$ cat src/rtl/exe_stage.sv
`default_nettype none
// ============================================================================
// exe_stage : RV32 execute stage. ALU, single-cycle multiplier and an optional
//             restoring divider (enabled by macro MDU_DIV_EN) feeding the
//             memory-stage pipeline register.
// Revision  : 1.0
// ============================================================================
module exe_stage #(
    parameter int XLEN    = 32,
    parameter int LSUOP_W = 4
) (
    input  logic               clk,
    input  logic               arst_n,
    input  logic               ex_valid_i,
    input  logic [XLEN-1:0]    ex_opr_a_i,
    input  logic [XLEN-1:0]    ex_opr_b_i,
    input  logic [XLEN-1:0]    ex_store_data_i,
    input  logic [4:0]         ex_rd_i,
    input  logic [3:0]         ex_aluop_i,
    input  logic               ex_mdu_en_i,
    input  logic [2:0]         ex_mduop_i,
    input  logic               ex_rf_en_i,
    input  logic               ex_dm_en_i,
    input  logic [1:0]         ex_wb_sel_i,
    input  logic [LSUOP_W-1:0] ex_lsuop_i,
    input  logic               flush_i,
    input  logic               mem_stall_i,
    output logic               stall_o,
    output logic               mem_valid_o,
    output logic [4:0]         mem_rd_o,
    output logic [XLEN-1:0]    mem_opr_b_o,
    output logic [XLEN-1:0]    mem_opr_res_o,
    output logic               mem_rf_en_o,
    output logic               mem_dm_en_o,
    output logic [1:0]         mem_wb_sel_o,
    output logic [LSUOP_W-1:0] mem_lsuop_o
);

    localparam logic [3:0] c_ALU_ADD   = 4'd0;
    localparam logic [3:0] c_ALU_SUB   = 4'd1;
    localparam logic [3:0] c_ALU_SLL   = 4'd2;
    localparam logic [3:0] c_ALU_SLT   = 4'd3;
    localparam logic [3:0] c_ALU_SLTU  = 4'd4;
    localparam logic [3:0] c_ALU_XOR   = 4'd5;
    localparam logic [3:0] c_ALU_SRL   = 4'd6;
    localparam logic [3:0] c_ALU_SRA   = 4'd7;
    localparam logic [3:0] c_ALU_OR    = 4'd8;
    localparam logic [3:0] c_ALU_AND   = 4'd9;
    localparam logic [3:0] c_ALU_PASSB = 4'd10;

    localparam logic [2:0] c_MDU_MUL    = 3'd0;
    localparam logic [2:0] c_MDU_MULH   = 3'd1;
    localparam logic [2:0] c_MDU_MULHSU = 3'd2;

    logic [4:0]      w_shamt;
    logic [XLEN-1:0] w_alu_res;
    logic            w_a_sgn;
    logic            w_b_sgn;
    logic [63:0]     w_mul_a;
    logic [63:0]     w_mul_b;
    logic [63:0]     w_prod;
    logic [XLEN-1:0] w_mul_res;
    logic [XLEN-1:0] w_div_res;
    logic            w_div_stall;
    logic [XLEN-1:0] w_result;
    logic            w_bubble;

    assign w_shamt = ex_opr_b_i[4:0];

    always_comb begin
        w_alu_res = '0;
        case (ex_aluop_i)
            c_ALU_ADD:   w_alu_res = ex_opr_a_i + ex_opr_b_i;
            c_ALU_SUB:   w_alu_res = ex_opr_a_i - ex_opr_b_i;
            c_ALU_SLL:   w_alu_res = ex_opr_a_i << w_shamt;
            c_ALU_SLT:   w_alu_res = {{(XLEN-1){1'b0}}, $signed(ex_opr_a_i) < $signed(ex_opr_b_i)};
            c_ALU_SLTU:  w_alu_res = {{(XLEN-1){1'b0}}, ex_opr_a_i < ex_opr_b_i};
            c_ALU_XOR:   w_alu_res = ex_opr_a_i ^ ex_opr_b_i;
            c_ALU_SRL:   w_alu_res = ex_opr_a_i >> w_shamt;
            c_ALU_SRA:   w_alu_res = $unsigned($signed(ex_opr_a_i) >>> w_shamt);
            c_ALU_OR:    w_alu_res = ex_opr_a_i | ex_opr_b_i;
            c_ALU_AND:   w_alu_res = ex_opr_a_i & ex_opr_b_i;
            c_ALU_PASSB: w_alu_res = ex_opr_b_i;
            default:     w_alu_res = '0;
        endcase
    end

    // Operands are extended to 64 bits per RV32M signedness; the low 64 bits of
    // the unsigned product then equal the true product for every variant.
    assign w_a_sgn   = (ex_mduop_i == c_MDU_MULH) || (ex_mduop_i == c_MDU_MULHSU);
    assign w_b_sgn   = (ex_mduop_i == c_MDU_MULH);
    assign w_mul_a   = {{32{w_a_sgn & ex_opr_a_i[XLEN-1]}}, ex_opr_a_i};
    assign w_mul_b   = {{32{w_b_sgn & ex_opr_b_i[XLEN-1]}}, ex_opr_b_i};
    assign w_prod    = w_mul_a * w_mul_b;
    assign w_mul_res = (ex_mduop_i == c_MDU_MUL) ? w_prod[31:0] : w_prod[63:32];

`ifdef MDU_DIV_EN
    typedef enum logic [1:0] {
        S_IDLE = 2'd0,
        S_BUSY = 2'd1,
        S_DONE = 2'd2
    } div_state_t;

    localparam logic [XLEN-1:0] c_INT_MIN = {1'b1, {(XLEN-1){1'b0}}};

    div_state_t      r_state;
    logic [4:0]      r_cnt;
    logic [XLEN-1:0] r_quot;
    logic [XLEN-1:0] r_rem;
    logic [XLEN-1:0] r_divisor;
    logic            r_neg_q;
    logic            r_neg_r;
    logic            r_is_rem;

    logic            w_div_start;
    logic            w_neg_a;
    logic            w_neg_b;
    logic            w_ovf;
    logic [XLEN-1:0] w_mag_a;
    logic [XLEN-1:0] w_mag_b;
    logic [XLEN:0]   w_shift;
    logic [XLEN:0]   w_trial;

    assign w_div_start = (r_state == S_IDLE) && ex_valid_i && ex_mdu_en_i && ex_mduop_i[2];
    assign w_div_stall = !flush_i && (w_div_start || (r_state == S_BUSY));

    assign w_neg_a = !ex_mduop_i[0] && ex_opr_a_i[XLEN-1];
    assign w_neg_b = !ex_mduop_i[0] && ex_opr_b_i[XLEN-1];
    assign w_ovf   = !ex_mduop_i[0] && (ex_opr_a_i == c_INT_MIN) && (ex_opr_b_i == '1);
    assign w_mag_a = w_neg_a ? -ex_opr_a_i : ex_opr_a_i;
    assign w_mag_b = w_neg_b ? -ex_opr_b_i : ex_opr_b_i;

    // Partial remainder shifted left by one with the next dividend bit; a clear
    // borrow bit means the divisor fits and the quotient bit is 1.
    assign w_shift = {r_rem, r_quot[XLEN-1]};
    assign w_trial = w_shift - {1'b0, r_divisor};

    assign w_div_res = r_is_rem ? (r_neg_r ? -r_rem  : r_rem)
                                : (r_neg_q ? -r_quot : r_quot);

    always_ff @(posedge clk or negedge arst_n) begin
        if (!arst_n) begin
            r_state   <= S_IDLE;
            r_cnt     <= '0;
            r_quot    <= '0;
            r_rem     <= '0;
            r_divisor <= '0;
            r_neg_q   <= 1'b0;
            r_neg_r   <= 1'b0;
            r_is_rem  <= 1'b0;
        end else if (flush_i) begin
            r_state <= S_IDLE;
        end else begin
            case (r_state)
                S_IDLE: begin
                    if (w_div_start) begin
                        r_is_rem <= ex_mduop_i[1];
                        r_cnt    <= '0;
                        if (ex_opr_b_i == '0) begin
                            r_quot  <= '1;
                            r_rem   <= ex_opr_a_i;
                            r_neg_q <= 1'b0;
                            r_neg_r <= 1'b0;
                            r_state <= S_DONE;
                        end else if (w_ovf) begin
                            r_quot  <= c_INT_MIN;
                            r_rem   <= '0;
                            r_neg_q <= 1'b0;
                            r_neg_r <= 1'b0;
                            r_state <= S_DONE;
                        end else begin
                            r_quot    <= w_mag_a;
                            r_rem     <= '0;
                            r_divisor <= w_mag_b;
                            r_neg_q   <= w_neg_a ^ w_neg_b;
                            r_neg_r   <= w_neg_a;
                            r_state   <= S_BUSY;
                        end
                    end
                end
                S_BUSY: begin
                    if (!w_trial[XLEN]) begin
                        r_rem  <= w_trial[XLEN-1:0];
                        r_quot <= {r_quot[XLEN-2:0], 1'b1};
                    end else begin
                        r_rem  <= w_shift[XLEN-1:0];
                        r_quot <= {r_quot[XLEN-2:0], 1'b0};
                    end
                    r_cnt <= r_cnt + 5'd1;
                    if (r_cnt == 5'd31) begin
                        r_state <= S_DONE;
                    end
                end
                S_DONE: begin
                    if (!mem_stall_i) begin
                        r_state <= S_IDLE;
                    end
                end
                default: r_state <= S_IDLE;
            endcase
        end
    end
`else
    assign w_div_stall = 1'b0;
    assign w_div_res   = '0;
`endif

    always_comb begin
        w_result = w_alu_res;
        if (ex_mdu_en_i) begin
            w_result = ex_mduop_i[2] ? w_div_res : w_mul_res;
        end
    end

    assign stall_o  = arst_n && (mem_stall_i || w_div_stall);
    assign w_bubble = flush_i || (!mem_stall_i && (w_div_stall || !ex_valid_i));

    always_ff @(posedge clk or negedge arst_n) begin
        if (!arst_n) begin
            mem_valid_o   <= 1'b0;
            mem_rd_o      <= '0;
            mem_opr_b_o   <= '0;
            mem_opr_res_o <= '0;
            mem_rf_en_o   <= 1'b0;
            mem_dm_en_o   <= 1'b0;
            mem_wb_sel_o  <= '0;
            mem_lsuop_o   <= '0;
        end else if (w_bubble) begin
            mem_valid_o   <= 1'b0;
            mem_rd_o      <= '0;
            mem_opr_b_o   <= '0;
            mem_opr_res_o <= '0;
            mem_rf_en_o   <= 1'b0;
            mem_dm_en_o   <= 1'b0;
            mem_wb_sel_o  <= '0;
            mem_lsuop_o   <= '0;
        end else if (!mem_stall_i) begin
            mem_valid_o   <= 1'b1;
            mem_rd_o      <= ex_rd_i;
            mem_opr_b_o   <= ex_store_data_i;
            mem_opr_res_o <= w_result;
            mem_rf_en_o   <= ex_rf_en_i;
            mem_dm_en_o   <= ex_dm_en_i;
            mem_wb_sel_o  <= ex_wb_sel_i;
            mem_lsuop_o   <= ex_lsuop_i;
        end
    end

endmodule
`default_nettype wire

$ cat config.mk
export PLATFORM = sky130hd
export DESIGN_NAME = exe_stage
export DESIGN_NICKNAME = d
export VERILOG_FILES = /design/src/rtl/exe_stage.sv
export SDC_FILE = /design/constraint.sdc
export NUM_CORES = 2
export LEC_CHECK = 0
export CAP_MARGIN = 20
export CORE_ASPECT_RATIO = 1.5
export CORE_MARGIN = 3
export CORE_UTILIZATION = 55
export DETAILED_ROUTE_END_ITERATION = 10
export PLACE_DENSITY = 0.71
export SYNTH_ARGS = -nofsm -noshare
export SYNTH_HDL_FRONTEND = slang
export SYNTH_SLANG_ARGS = --single-unit
$ cat constraint.sdc
create_clock -name clk -period 5.3 [get_ports clk]
set_input_delay 0.795 -clock clk [delete_from_list [all_inputs] [get_ports clk]]
set_output_delay 0.795 -clock clk [all_outputs]
set_load 0.05 [all_outputs]
==> impl_results.md <==
- F_max: 0.120 GHz
- Routed Antenna Nets: 0
- Min cycle time layout: 8.35 ns
- Most common cell after layout, fill and taps aside: inv_1
- Total GRT Usage: 53.4%
- Register area share after synthesis: 3.96%
- Setup Skew: 0 ns
- Mean area per synthesized cell: 8.52 um^2
- Number of global-route vias before repair: 53400
- Max-cap violations: 0
- Non-Filler Cell Area, Final: 0.0651 mm^2
- Grt total ovfl: 0
- CP arrival: 8.61 ns
- Clock Latency Late Sink: 0.36 ns
- DR pass1 iterations: 6
- Hpwl dp: 191 mm
- Largest net degree at the start of global routing: 67
- Worst path most repeated cell: fa_1
- Asr flop ratio synth: 100%
- Syn. warnings: 0
- Register-to-register setup slack: 2.90 ns
- Setup ws final: -3.05 ns
- Detailed-route via count: 50100
- Final net count: 8315
- RSZ-0062 raised after global routing: true
- Worst R2R Start: mem_opr_res_o[25]
- Number of remaining DRC errors: 0
- Status: finished with violations
- Clk buf depth: 2
- IO buf count: 200
- Via density per instance: 6.32
- CP max stage cell: fa_2
- Commonest cells after routing, fill and taps aside: inv_1, fa_1, nand2_1, buf_4, nor2_1
- Rows: 133
- CTS clk-pin slew, worst paths: 0.09 ns
- Synth Flop Type: dfrtp_1
- Initial antenna violation count: 19
- Final hold vios: 0
- Layout Cells excl Fill: 7927
- CP Launch Type: primary input
- Root buffer cell: clkbuf_16
- CP peak stage delay: 0.61 ns
- Iter 0 DRT Violations: 5767
- Routability cong.: 1.12
- Io pins: 201
- Reg area: 0.00195 mm^2
- Routed WL per cell: 31.7 um
- Reg2reg end: mem_opr_res_o[25]
- H-tree levels: 3
- Synthesized area: 0.0493 mm^2
- Initial core utilization: 55.9%
- Fin crit share: 158%
- Inst Count DP: 7647
- Failing checks: negative setup slack
- Critical Path Fanout Max: 4
- Slew @ Worst Pin: 1.12 ns
- Reg2Reg Depth: 8
- Area of the multi-input gates: 0.0434 mm^2
- Number of synthesized register bits: 78
- Final Max Tran Viols: 0
- CTS Sinks: 78
- Layout fillers: 6267
- Synth-to-Final Area Change: 32.1%
- Layout cells sized above 1: 25.7%
- Die X: 250 um
- WS Path Type: in -> reg
- Final TNS setup: -88.23 ns
- Core Area: 0.0882 mm^2
- Distinct cells, synth: 96
- CTS tree: yes
- Endpoint type of the worst setup path: flop
- # setup viols final: 32
- Drt total wl: 252 mm
- Post-Syn Instances: 5786
- First-pass GRT wire length: 357 mm
- Full die area: 0.0933 mm^2
- CP Data Required Time: 5.57 ns
- Dpl cell area: 0.0592 mm^2
- CTS Hold Buffers Added: 0
- Die H: 373 um
- Post-synth EDFFs: 0
- Synthesized Nets: 7344
- Slew HR: 24.7%
- Hold WC Path Type: in -> async
- Cts bufs inserted: 9
-- critical path: cells and delay by family --
kind                       cells  cell delay, ns
AOI/OAI and AO/OA              6            0.98
xor gates and xnor gates       2            0.54
adders and majority gates      9            4.47
buffers and inverters         10            1.08
and+or+nand+nor                5            0.73
-- layout make-up --
cell class,count,area share (%)
Antenna cell,18,0.0692
Clock buffer,9,0.346
Clock inverter,7,0.0961
Inverter,1289,7.64
Multi-Input combinational cell,4067,66.6
Sequential cell,78,3.00
Tap cell,1147,2.20
Timing Repair Buffer,1312,20.1
-- synthesized netlist by cell type, types with 28 or more instances --
| library cell | count | area share [%] |
|---|---|---|
| a21o_1 | 43 | 0.65 |
| a21oi_1 | 188 | 1.9 |
| a221oi_1 | 46 | 0.82 |
| a22o_1 | 51 | 0.91 |
| a31oi_1 | 35 | 0.44 |
| buf_1 | 82 | 0.62 |
| clkbuf_1 | 246 | 1.9 |
| dfrtp_1 | 78 | 4.0 |
| fa_1 | 1127 | 46 |
| ha_1 | 309 | 7.8 |
| inv_1 | 1259 | 9.6 |
| mux2i_1 | 33 | 0.67 |
| mux4_2 | 58 | 2.6 |
| nand2_1 | 904 | 6.9 |
| nand2b_1 | 30 | 0.38 |
| nand3_1 | 38 | 0.39 |
| nor2_1 | 539 | 4.1 |
| nor3_1 | 52 | 0.53 |
| o211ai_1 | 28 | 0.43 |
| o21ai_0 | 97 | 0.98 |
| o21bai_1 | 32 | 0.49 |
| xnor2_1 | 52 | 0.92 |
| xor2_1 | 29 | 0.52 |
-- stage by stage --
stage	hold WS (ns)	setup WS (ns)	util [%]
2_1_floorplan	0.499	-3.40	-
3_3_place_gp	0.482	-3.93	67.1
3_5_place_dp	0.481	-4.04	67.1
4_1_cts	0.262	-3.04	72.2
5_1_grt	0.274	-3.29	73.8
6_report	0.259	-3.05	73.8
-- logic make-up (layout without fill, tap and decap cells) --
group / after synthesis / in the layout / share of synthesized area, %
compound gates: 760 / 760 / 10.9
xor+xnor: 81 / 81 / 1.44
fa+ha+maj: 1436 / 1436 / 53.6
buf+inv: 1641 / 2617 / 12.6
flops: 78 / 78 / 3.96
mux: 97 / 97 / 3.46
other cells: 0 / 18 / 0
simple gates: 1693 / 1693 / 14.1
-- state kept, by name, indices dropped and copies added, names as in the netlist --
name           count
mem_dm_en_o        1
mem_lsuop_o        4
mem_opr_b_o       32
mem_opr_res_o     32
mem_rd_o           5
mem_rf_en_o        1
mem_valid_o        1
mem_wb_sel_o       2
-- layer usage --
metal | vias to the layer above | part of all wire [%] | GRT usage (%)
met5 | - | 0.061 | 0.260
met4 | 20 | 15 | 58.0
met3 | 1671 | 12 | 16.9
met2 | 3957 | 43 | 80.2
met1 | 24700 | 30 | 56.5
li1 | 19800 | - | -
-- worst max path at each step --
stage             startpoint           endpoint  cells past startpoint
6_report       ex_mduop_i[0]  mem_opr_res_o[17]                     32
5_1_grt        ex_mduop_i[0]  mem_opr_res_o[29]                     32
4_1_cts        ex_mduop_i[0]  mem_opr_res_o[27]                     31
3_5_place_dp   ex_mduop_i[1]  mem_opr_res_o[17]                     33
2_1_floorplan  ex_opr_b_i[1]  mem_opr_res_o[29]                     34
3_3_place_gp   ex_mduop_i[1]  mem_opr_res_o[13]                     32
-- repair_timing --
item | 4_1_cts | 5_1_grt
pin swaps | 348 | 178
setup buffers | 179 | 69
setup endpoints to repair | 32 | 32
gates cloned | 18 | 4
resized for setup | 721 | 269
Power is left out: the tool's default activity adds up to more than one toggle a clock period on the data nets, which glitch-free logic cannot reach.
